### src/rtl/uart_rx_frontend.sv
// 8N1 UART receiver with 16x oversampling, two-flop input synchroniser,
// start-bit glitch rejection and stop-bit framing check.
module uart_rx_frontend #(
    parameter int NB_DATA = 8,
    parameter int DIVISOR = 163,
    parameter int SB_TICK = 16
) (
    input  logic               i_clock,
    input  logic               i_reset,
    input  logic               i_rx,
    output logic [NB_DATA-1:0] o_rx_data,
    output logic               o_rx_done_tick,
    output logic               o_frame_error,
    output logic               o_busy
);
    localparam int CW = (DIVISOR > 1) ? $clog2(DIVISOR) : 1;
    localparam int NW = (NB_DATA > 1) ? $clog2(NB_DATA) : 1;
    localparam logic [CW-1:0] CNT_LAST = CW'(DIVISOR - 1);
    localparam logic [NW-1:0] N_LAST   = NW'(NB_DATA - 1);
    localparam logic [3:0]    S_STOP   = 4'(SB_TICK - 1);

    typedef enum logic [1:0] {IDLE, START, DATA, STOP} state_t;

    state_t             state, state_nx;
    logic               rx_meta, rx_s, rx_prev;
    logic [CW-1:0]      cnt;
    logic               tick;
    logic [3:0]         s, s_nx;
    logic [NW-1:0]      n, n_nx;
    logic [NB_DATA-1:0] b, b_nx, data_nx;
    logic               done_nx, ferr_nx;

    assign tick   = (cnt == CNT_LAST);
    assign o_busy = (state != IDLE);

    // Synchroniser and free-running oversample divider; the divider is never
    // resynced to the frame, so the sample phase varies by up to one tick.
    always_ff @(posedge i_clock) begin
        if (!i_reset) begin
            rx_meta <= 1'b1;
            rx_s    <= 1'b1;
            rx_prev <= 1'b1;
            cnt     <= '0;
        end else begin
            rx_meta <= i_rx;
            rx_s    <= rx_meta;
            rx_prev <= rx_s;
            cnt     <= tick ? '0 : cnt + CW'(1);
        end
    end

    always_ff @(posedge i_clock) begin
        if (!i_reset) begin
            state          <= IDLE;
            s              <= '0;
            n              <= '0;
            b              <= '0;
            o_rx_data      <= '0;
            o_rx_done_tick <= 1'b0;
            o_frame_error  <= 1'b0;
        end else begin
            state          <= state_nx;
            s              <= s_nx;
            n              <= n_nx;
            b              <= b_nx;
            o_rx_data      <= data_nx;
            o_rx_done_tick <= done_nx;
            o_frame_error  <= ferr_nx;
        end
    end

    always_comb begin
        state_nx = state;
        s_nx     = s;
        n_nx     = n;
        b_nx     = b;
        data_nx  = o_rx_data;
        done_nx  = 1'b0;
        ferr_nx  = 1'b0;
        case (state)
            IDLE: begin
                // Edge, not level: a line stuck low never starts a frame.
                if (rx_prev && !rx_s) begin
                    state_nx = START;
                    s_nx     = '0;
                end
            end
            START: begin
                if (tick) begin
                    if (s == 4'd7) begin
                        if (!rx_s) begin
                            state_nx = DATA;
                            s_nx     = '0;
                            n_nx     = '0;
                        end else begin
                            state_nx = IDLE;
                        end
                    end else begin
                        s_nx = s + 4'd1;
                    end
                end
            end
            DATA: begin
                if (tick) begin
                    if (s == 4'd15) begin
                        s_nx = '0;
                        b_nx = {rx_s, b[NB_DATA-1:1]};
                        if (n == N_LAST) state_nx = STOP;
                        else             n_nx     = n + NW'(1);
                    end else begin
                        s_nx = s + 4'd1;
                    end
                end
            end
            STOP: begin
                if (tick) begin
                    if (s == S_STOP) begin
                        state_nx = IDLE;
                        if (rx_s) begin
                            data_nx = b;
                            done_nx = 1'b1;
                        end else begin
                            ferr_nx = 1'b1;
                        end
                    end else begin
                        s_nx = s + 4'd1;
                    end
                end
            end
            default: state_nx = IDLE;
        endcase
    end
endmodule

### config.mk
export PLATFORM = sky130hd
export DESIGN_NAME = uart_rx_frontend
export DESIGN_NICKNAME = d
export VERILOG_FILES = /design/src/rtl/uart_rx_frontend.sv
export SDC_FILE = /design/constraint.sdc
export NUM_CORES = 1
export LEC_CHECK = 0
export BUFFER_PORTS_ARGS = -buffer_cell sky130_fd_sc_hd__buf_4
export CAP_MARGIN = 20
export CORE_MARGIN = 2
export CORE_UTILIZATION = 45
export CTS_CLUSTER_SIZE = 40
export DETAILED_ROUTE_END_ITERATION = 12
export MAX_ROUTING_LAYER = met4
export PLACE_DENSITY = 0.61
export SETUP_SLACK_MARGIN = 0.3
export SLEW_MARGIN = 20
export SYNTH_ARGS = -nofsm -noshare
export SYNTH_HDL_FRONTEND = slang
export SYNTH_SLANG_ARGS = --single-unit
### constraint.sdc
create_clock -name i_clock -period 4.9 [get_ports i_clock]
set_input_delay 0.98 -clock i_clock [delete_from_list [all_inputs] [get_ports i_clock]]
set_output_delay 0.98 -clock i_clock [all_outputs]
set_load 0.05 [all_outputs]
==> impl_metrics.yaml, run 1 <==
cts:
  clk_pin_slew_ns: 0.07
  cts_buffers: 5
  cts_root_buf: "clkbuf_8"
  cts.htree.levels: 2
  clk_latency_ns: 0.28
  postCtsSetupRepairBufs: 0
  hold_buffers: 0
  cts_tree: "done"
  clock_sinks: 38
  cts_resized: 0
  clk_path_buf_depth: 2
drt:
  firstDrtPassIters: 4
  vias_per_cell: 5.39
  remaining_drc_errors: 0
  vias: 1256
  wl_per_cell_um: 13.3
  drtIter0Drc: 142
  ant_nets: 0
  drt_wl_total_mm: 3.10
critical_path:
  critPathKind: "reg -> out"
  crit_path_start_kind: "flip-flop"
  cp.arrival_ns: 1.39
  required_ns: 3.92
  end_kind: "output pin"
  crit_fanout: 15
  r2r_start: "cnt[0]"
placed_design:
  place_inst: 226
  port_buffers: 13
  dpl.hpwl_mm: 2.20
  routabilityCongestion: 0.816
cells_and_area:
  final_cell_mix: "38 x dfxtp_1, 28 x nor2_1, 17 x mux2i_1"
  layout_commonest_cell: "dfxtp_1"
  drive_gt1_share_pct: 14.6
  fillers: 352
  stdcell_count: 233
  antennaDiodeCount: 0
  area_growth_pct: 13.2
  finalNetCount: 193
yosys:
  synth_edf_count: 0
  yosys.area.top_type: "dfxtp_1"
  yosysWarnings: 0
  syn_inst: 172
  async_reset_ff_share_pct: 0
  synth_seq_cells: 38
  netlist_area_um2: 1680
  synth_area_leaders: "dfxtp_1 45%, mux2i_1 10%, nor2_1 6.3%, ha_1 3.7%, nand3_1 2.7%"
  yosysSeqAreaShare_pct: 45.3
  synth_area_per_cell_um2: 9.77
  yosys_most_used_dff: "dfxtp_1"
  syn_nets: 180
  synth_cell_types: 43
  synth_top_cell_area_share_pct: 45.3
floorplan:
  die_x_um: 65.1
  coreArea_um2: 3630
  start_util_pct: 46.2
  die_h_um: 65.1
  dieArea_um2: 4240
  io_pins: 14
  row_count: 22
sta:
  post-route-min-period_ns: 2.37
  finalSetupTns_ns: 0
  hold_ws_ns: 0.407
  slew_headroom_pct: 51.5
  hold_viol: 0
  grt_setup_unrepaired: "false"
  tightest_slew_ns: 0.722
  fin_worst_skew_ns: 0.00560
  finalSetupViolCount: 0
  post-route-period-util_pct: 48.4
  fmax_ghz: 0.422
  final_max_slew_viol_count: 0
power:
  pwr_density_cell_nw_per_um2: 318
  p_total_uw: 605
  power_frac_clock_pct: 43.8
  combinationalPowerShare_pct: 3.7
  power.leakage_nw: 0.757
  internal_power_uw: 484
  ir_drop_mv: 0.163
  netSwitchingPower_uw: 121
  pwr-share-seq_pct: 52.5
  p_sw_share_pct: 19.9
global_route:
  grt_first_pass_wirelength_mm: 5.37
  gr-total-overflow: 0
  grt_pass1_vias: 1143
  antenna_found_initial: 0
  grt_max_degree: 28
  grt_usage_pct: 17.2
job:
  drv_cap: 0
worst_hold_path:
  min_from: "rx_meta"
  min_path_type: "reg -> reg"
outcome:
  status: "finished, final reports clean"
==> stage by stage <==
step | utilization [%] | area [µm²] | setup slack (ns)
3_5_place_dp | 49.2 | 1790 | 2.69
5_1_grt | 52.3 | 1900 | 2.43
2_1_floorplan | - | 1680 | 2.83
4_1_cts | 52.3 | 1900 | 2.55
6_report | 52.3 | 1900 | 2.53
3_3_place_gp | 49.2 | 1790 | 2.74
==> routing by layer <==
layer,GRT usage [%],share of wire [%]
met1,22.2,46
met4,8.59,1.7
met2,25.6,49
met3,3.60,3.5
met5,-,0
==> final timing paths <==
check                  to  slack [ns]  depth (start not counted)
max reg2reg  o_rx_data[0]        2.74                          6
min                  rx_s        0.41                          1
max                o_busy        2.53                          2
min reg2reg          rx_s        0.41                          1
==> state kept, by name (all words and copies together) (netlist names), named ones only <==
signal and count:
o_rx_data 8, o_rx_done_tick 1, n 3, rx_s 1
state 1, b 8, rx_meta 1, o_frame_error 1
cnt 8, s 4, rx_prev 1
==> synth_stat cells (2+ instances only) <==
master / number
nor2_1: 28
or4_1: 2
buf_6: 2
mux2i_1: 17
a211oi_1: 2
a2111oi_0: 2
o211ai_1: 2
a21oi_1: 7
xnor2_1: 2
nand2b_1: 3
nand4b_1: 4
ha_1: 5
xor2_1: 5
nand3_1: 9
nor4b_1: 2
nand4_1: 2
buf_2: 3
or3b_2: 2
o31ai_1: 3
nor2b_1: 2
dfxtp_1: 38
nor3_1: 2
o21ai_0: 4
nand2_1: 5
==> worst max-delay path, cell delays in order (launching register included) <==
cell,delay (ns)
dfxtp_1,0.62
or2_2,0.27
buf_4,0.21
==> cell type report <==
cell class / instances / area (µm²) / area share (%)
Clock buffer: 6 / 82.6 / 4.34
Tap cell: 48 / 60.1 / 3.16
Timing Repair Buffer: 13 / 97.6 / 5.13
Inverter: 2 / 7.51 / 0.395
Sequential cell: 38 / 761 / 40.0
Multi-Input combinational cell: 125 / 863 / 45.4
Clock inverter: 1 / 30.0 / 1.58
==> cell families (layout without fill, tap and decap cells) <==
group / Yosys count / count (layout) / synth area share, %
flops: 38 / 38 / 45.3
mux: 17 / 17 / 10.1
compound gates: 25 / 25 / 9.83
buf+inv: 9 / 22 / 3.35
xor+xnor: 7 / 7 / 3.65
simple gates: 71 / 71 / 24.1
fa+ha+maj: 5 / 5 / 3.72
==> power by group through the flow <==
stage / clock, mW / sequential (mW) / combinational [mW]
after global placement: 0 / 0.324 / 0.0222
after detailed placement: 0 / 0.324 / 0.0228
after CTS: 0.273 / 0.317 / 0.0228
final: 0.265 / 0.317 / 0.0225
after global routing: 0.286 / 0.318 / 0.0255
after floorplan: 0 / 0.322 / 0.0193
Note: power is estimated with default switching activity, not from simulation.
==> inputs of run 2 (changes only) <==
- ABC_AREA: default -> 1
- PLACE_DENSITY: 0.61 -> 0.63
- clock period: 4.9 -> 2 ns (I/O delays scaled with it)
==> impl_metrics.yaml, run 2 <==
sta:
  post-route-period-util_pct: 79.3
  setup_slack_ns: 0.414
  slew_headroom_pct: 59.7
  tightest_slew_ns: 0.604
  fmax_ghz: 0.630
  grt_setup_unrepaired: "true"
  fin_worst_skew_ns: 0.00709
  finalSetupViolCount: 0
  hold_viol: 0
  final_max_slew_viol_count: 0
  finalSetupTns_ns: 0
  post-route-min-period_ns: 1.59
cells_and_area:
  top_regs: "b (8), cnt (8), o_rx_data (8)"
  layout_commonest_cell: "nor2_1"
  final_util_pct: 53.5
  antennaDiodeCount: 0
  area_growth_pct: 13.8
  drive_gt1_share_pct: 24.7
  stdcell_count: 283
  finalNetCount: 242
  final_cell_mix: "39 x nor2_1, 38 x dfxtp_1, 30 x nand2_1"
cts:
  clk_latency_ns: 0.29
  clk_pin_slew_ns: 0.07
  cts.htree.levels: 2
  clk_path_buf_depth: 2
  cts_tree: "done"
  clock_sinks: 38
  cts_resized: 0
  postCtsSetupRepairBufs: 0
  cts_buffers: 5
  cts_root_buf: "clkbuf_8"
  hold_buffers: 0
drt:
  drtIter0Drc: 60
  vias: 1325
  drt_wl_total_mm: 3.00
  top_layer: "met4"
  ant_nets: 0
  remaining_drc_errors: 0
  firstDrtPassIters: 4
  wl_per_cell_um: 10.6
  dr_wl_met2_mm: 1.28
  vias_per_cell: 4.68
  wl_met1_mm: 1.56
  route.met3.wl_um: 105
placed_design:
  dp_worst_setup_slack_ns: 0.464
  port_buffers: 13
  dpl.hpwl_mm: 2.16
  routabilityCongestion: 0.824
  place_inst: 275
worst_hold_path:
  min_path_type: "in -> reg"
  hold_depth: 2
yosys:
  synth_top_family_by_area: "simple AND/OR/NAND/NOR gates"
  synth_cell_types: 30
  synth_compound_area_share_pct: 12.0
  muxShareOfSynthArea_pct: 0
  netlist_area_um2: 1720
  synth_edf_count: 0
  yosys_most_used_dff: "dfxtp_1"
  synth_top_cell_area_share_pct: 44.3
  synth_area_per_cell_um2: 7.92
  async_reset_ff_share_pct: 0
  yosysWarnings: 0
  synth_fa_ha_area_share_pct: 3.64
  synth.most_common_cell: "nor2_1"
  yosys-top-cells-count: "39 x nor2_1, 38 x dfxtp_1, 30 x nand2_1"
  yosys.area.top_type: "dfxtp_1"
  synth-xor-area-share_pct: 2.04
  yosysSeqAreaShare_pct: 44.3
  syn_nets: 225
  yosys.area_share.simple_pct: 30.6
  synth_area_leaders: "dfxtp_1 44%, nor2_1 8.5%, nand2_1 6.6%, a211oi_2 5.1%, inv_1 4.1%"
  synth_seq_cells: 38
  syn_inst: 217
floorplan:
  die_h_um: 65.8
  io_pins: 14
  die_x_um: 65.8
  coreArea_um2: 3660
  dieArea_um2: 4330
  row_count: 22
  start_util_pct: 47.0
critical_path:
  required_ns: 1.60
  crit_fanout: 6
  reg2regPathDepth: 8
  end_kind: "output pin"
  cp.arrival_ns: 1.19
  critPathKind: "reg -> out"
  crit_path_start_kind: "flip-flop"
global_route:
  grt_usage_pct: 16.5
  grt_pass1_vias: 1217
  grt_first_pass_wirelength_mm: 5.31
  antenna_found_initial: 0
  grt_max_degree: 18
  gr-total-overflow: 0
power:
  combinationalPowerShare_pct: 4.8
  power_frac_clock_pct: 38.8
  p_total_mw: 1.38
  ir_drop_mv: 0.337
  p_sw_share_pct: 22.6
  netSwitchingPower_uw: 311
  pwr_density_cell_nw_per_um2: 704
  power.leakage_nw: 0.791
  pwr-share-seq_pct: 56.4
  internal_power_mw: 1.07
outcome:
  status: "finished, final reports clean"
job:
  drv_cap: 0
[run 2: cell families (layout without fill, tap and decap cells)]
| logic type | after synthesis | in the layout |
|---|---|---|
| AOI/OAI and AO/OA | 29 | 29 |
| buffers and inverters | 31 | 49 |
| and+or+nand+nor | 110 | 110 |
| adders and majority gates | 5 | 5 |
| xor gates and xnor gates | 4 | 4 |
| DFF | 38 | 38 |
[run 2: layout make-up]
class | instances | area, µm²
fillers | 365 | 1700
multi-input cells | 148 | 837
flip-flops and latches | 38 | 761
inverters | 28 | 110
repair buffers | 13 | 97.6
clock buffers | 7 | 86.3
well taps | 48 | 60.1
clock inverters | 1 | 5.00
[run 2: worst max-delay path, stage by stage (launching register included)]
cell and delay, ns:
dfxtp_1 0.50, nor2_1 0.11, inv_2 0.09, buf_4 0.19
[run 2: path summary, 6_finish.rpt]
path            start         to  slack (ns)
max          state[0]     o_busy        0.41
min              i_rx    rx_meta        0.30
max reg2reg      s[0]  flip-flop        0.43
min reg2reg   rx_meta       rx_s        0.41
[run 2: power groups by stage]
stage	Combinational, mW	Sequential [mW]	Clock (mW)
2_1_floorplan	0.0501	0.792	0
3_3_place_gp	0.0665	0.794	0
3_5_place_dp	0.0659	0.794	0
4_1_cts	0.0658	0.777	0.543
5_1_grt	0.0767	0.779	0.579
6_report	0.0658	0.777	0.535
[run 2: layer usage]
metal	track usage [%]	vias to the layer above
met1	21.4	569
met4	7.03	0
met5	-	-
li1	-	731
met2	24.6	19
met3	4.09	6
[run 2: stage by stage]
stage                     hold slack (ns)  area [µm²]
after floorplan                     0.393        1720
after global placement              0.397        1860
after detailed placement            0.398        1860
after CTS                           0.297        1950
after global routing                0.302        1960
final                               0.301        1960
==> inputs of run 3 (changes only) <==
- ABC_AREA: 1 -> 0
- clock period: 2 -> 1.4 ns (I/O delays scaled with it)
==> impl_metrics.yaml, run 3 (synthesis gave the netlist of run 1 again) <==
outcome:
  status: "finished, violations left"
  violations: "setup timing"
cts:
  clock_sinks: 38
  cts_buffers: 5
  cts_root_buf: "clkbuf_8"
  cts_tree: "done"
  clk_latency_ns: 0.29
  cts.htree.levels: 2
  clk_path_buf_depth: 2
  clk_pin_slew_ns: 0.08
placed_design:
  routabilityCongestion: 0.819
  dpl.hpwl_mm: 2.69
  port_buffers: 13
critical_path:
  crit_path_start_kind: "flip-flop"
  required_ns: 1.59
  slowest_delay_ns: 0.38
  cpMaxStageDelayCell: "or3_4"
  cp_cell_sequence: "or3_4 -> buf_4 -> nor4_4 -> buf_12 -> mux2i_1 -> nor2_1"
  critPathKind: "reg -> reg"
  crit_fanout: 8
  end_kind: "flip-flop"
  cp.arrival_ns: 1.93
drt:
  firstDrtPassIters: 4
  remaining_drc_errors: 0
  drtIter0Drc: 100
  vias_per_cell: 5.27
  vias: 1503
  ant_nets: 0
  wl_per_cell_um: 15.1
  drt_wl_total_mm: 4.31
cells_and_area:
  layout_commonest_cell: "buf_4"
  finalNetCount: 244
  top_regs: "b (8), cnt (8), o_rx_data (8)"
  final_cell_mix: "35 x buf_4, 22 x nor2_1, 22 x buf_6"
  multi_input_area_um2: 1140
  fillers: 261
  antennaDiodeCount: 0
  seq_area_um2: 787
  drive_gt1_share_pct: 56.5
  area_growth_pct: 61.9
global_route:
  grt_usage_pct: 21.9
  grt_max_degree: 21
  met2_usage_pct: 37.8
  met3_usage_pct: 4.28
  busiest_layer: "met2"
  antenna_found_initial: 0
  grt_first_pass_wirelength_mm: 6.96
  gr-total-overflow: 0
  use_met1_pct: 25.0
  grt_pass1_vias: 1502
sta:
  hold_viol: 0
  tightest_slew_ns: 0.365
  finalSetupViolCount: 27
  final_max_slew_viol_count: 0
  setup_slack_ns: -0.342
  post-route-period-util_pct: 124
  grt_setup_unrepaired: "true"
  fin_worst_skew_ns: 0.00381
  fmax_ghz: 0.574
  slew_headroom_pct: 75.6
  finalSetupTns_ns: -6.58
  post-route-min-period_ns: 1.74
floorplan:
  io_pins: 14
  die_x_um: 65.1
  coreArea_um2: 3630
  start_util_pct: 46.2
  dieArea_um2: 4240
  row_count: 22
  die_h_um: 65.1
power:
  power.leakage_nw: 1.08
  p_total_mw: 2.10
  ir_drop_mv: 0.561
  pwr_density_cell_nw_per_um2: 773
job:
  drv_cap: 0
worst_hold_path:
  min_path_type: "in -> reg"
run 3: final cells by class:
type	instances	share of cell area, %
multi-input combinational	125	42.1
timing repair buffer	64	23.0
clock inverter	2	0.460
sequential	38	28.9
inverter	2	0.276
clock buffer	6	3.04
tap	48	2.21
run 3: layer usage:
| metal | vias to the layer above | part of all wire [%] |
|---|---|---|
| met4 | 0 | 2.6 |
| met5 | - | 0 |
| li1 | 748 | - |
| met3 | 7 | 2.8 |
| met1 | 727 | 42 |
| met2 | 21 | 52 |
run 3: where the power goes:
group | switching [mW] | internal [mW] | leakage, nW | total (mW)
Combinational | 0.0970 | 0.104 | 0.720 | 0.201
Sequential | 0.0111 | 1.09 | 0.317 | 1.11
Clock | 0.402 | 0.396 | 0.0472 | 0.797
Total | 0.510 | 1.59 | 1.08 | 2.10
run 3: final timing paths:
path	startpoint	endpoint	slack, ns	depth (start not counted)
setup reg to reg	cnt[4]	b[6]	-0.34	6
setup / recovery	cnt[4]	b[6]	-0.34	6
hold reg to reg	rx_meta	rx_s	0.43	1
hold / removal	i_rx	rx_meta	0.17	2
run 3: stage by stage:
| stage | cells | utilization [%] | hold slack, ns | area (µm²) | setup slack (ns) |
|---|---|---|---|---|---|
| finish | 285 | 74.9 | 0.166 | 2720 | -0.342 |
| detailed placement | 266 | 60.5 | 0.406 | 2200 | -0.358 |
| global route | 285 | 74.9 | 0.175 | 2720 | -0.391 |
| CTS | 282 | 70.6 | 0.160 | 2560 | -0.307 |
| global placement | 266 | 60.5 | 0.394 | 2200 | -0.315 |
| floorplan | 172 | - | 0.353 | 1810 | -0.300 |
run 3: worst max-delay path, delay by kind of cell (launching register included):
kind	cells	cell delay, ns
buffers and inverters	2	0.35
DFF	1	0.32
muxes	1	0.21
and+or+nand+nor	3	0.76
run 3: what timing repair did:
action,in CTS,in global routing
gates cloned,1,0
hold buffers,0,0
setup endpoints to repair,44,44
pin swaps,19,12
buffers inserted,7,3
gates resized for setup,57,31
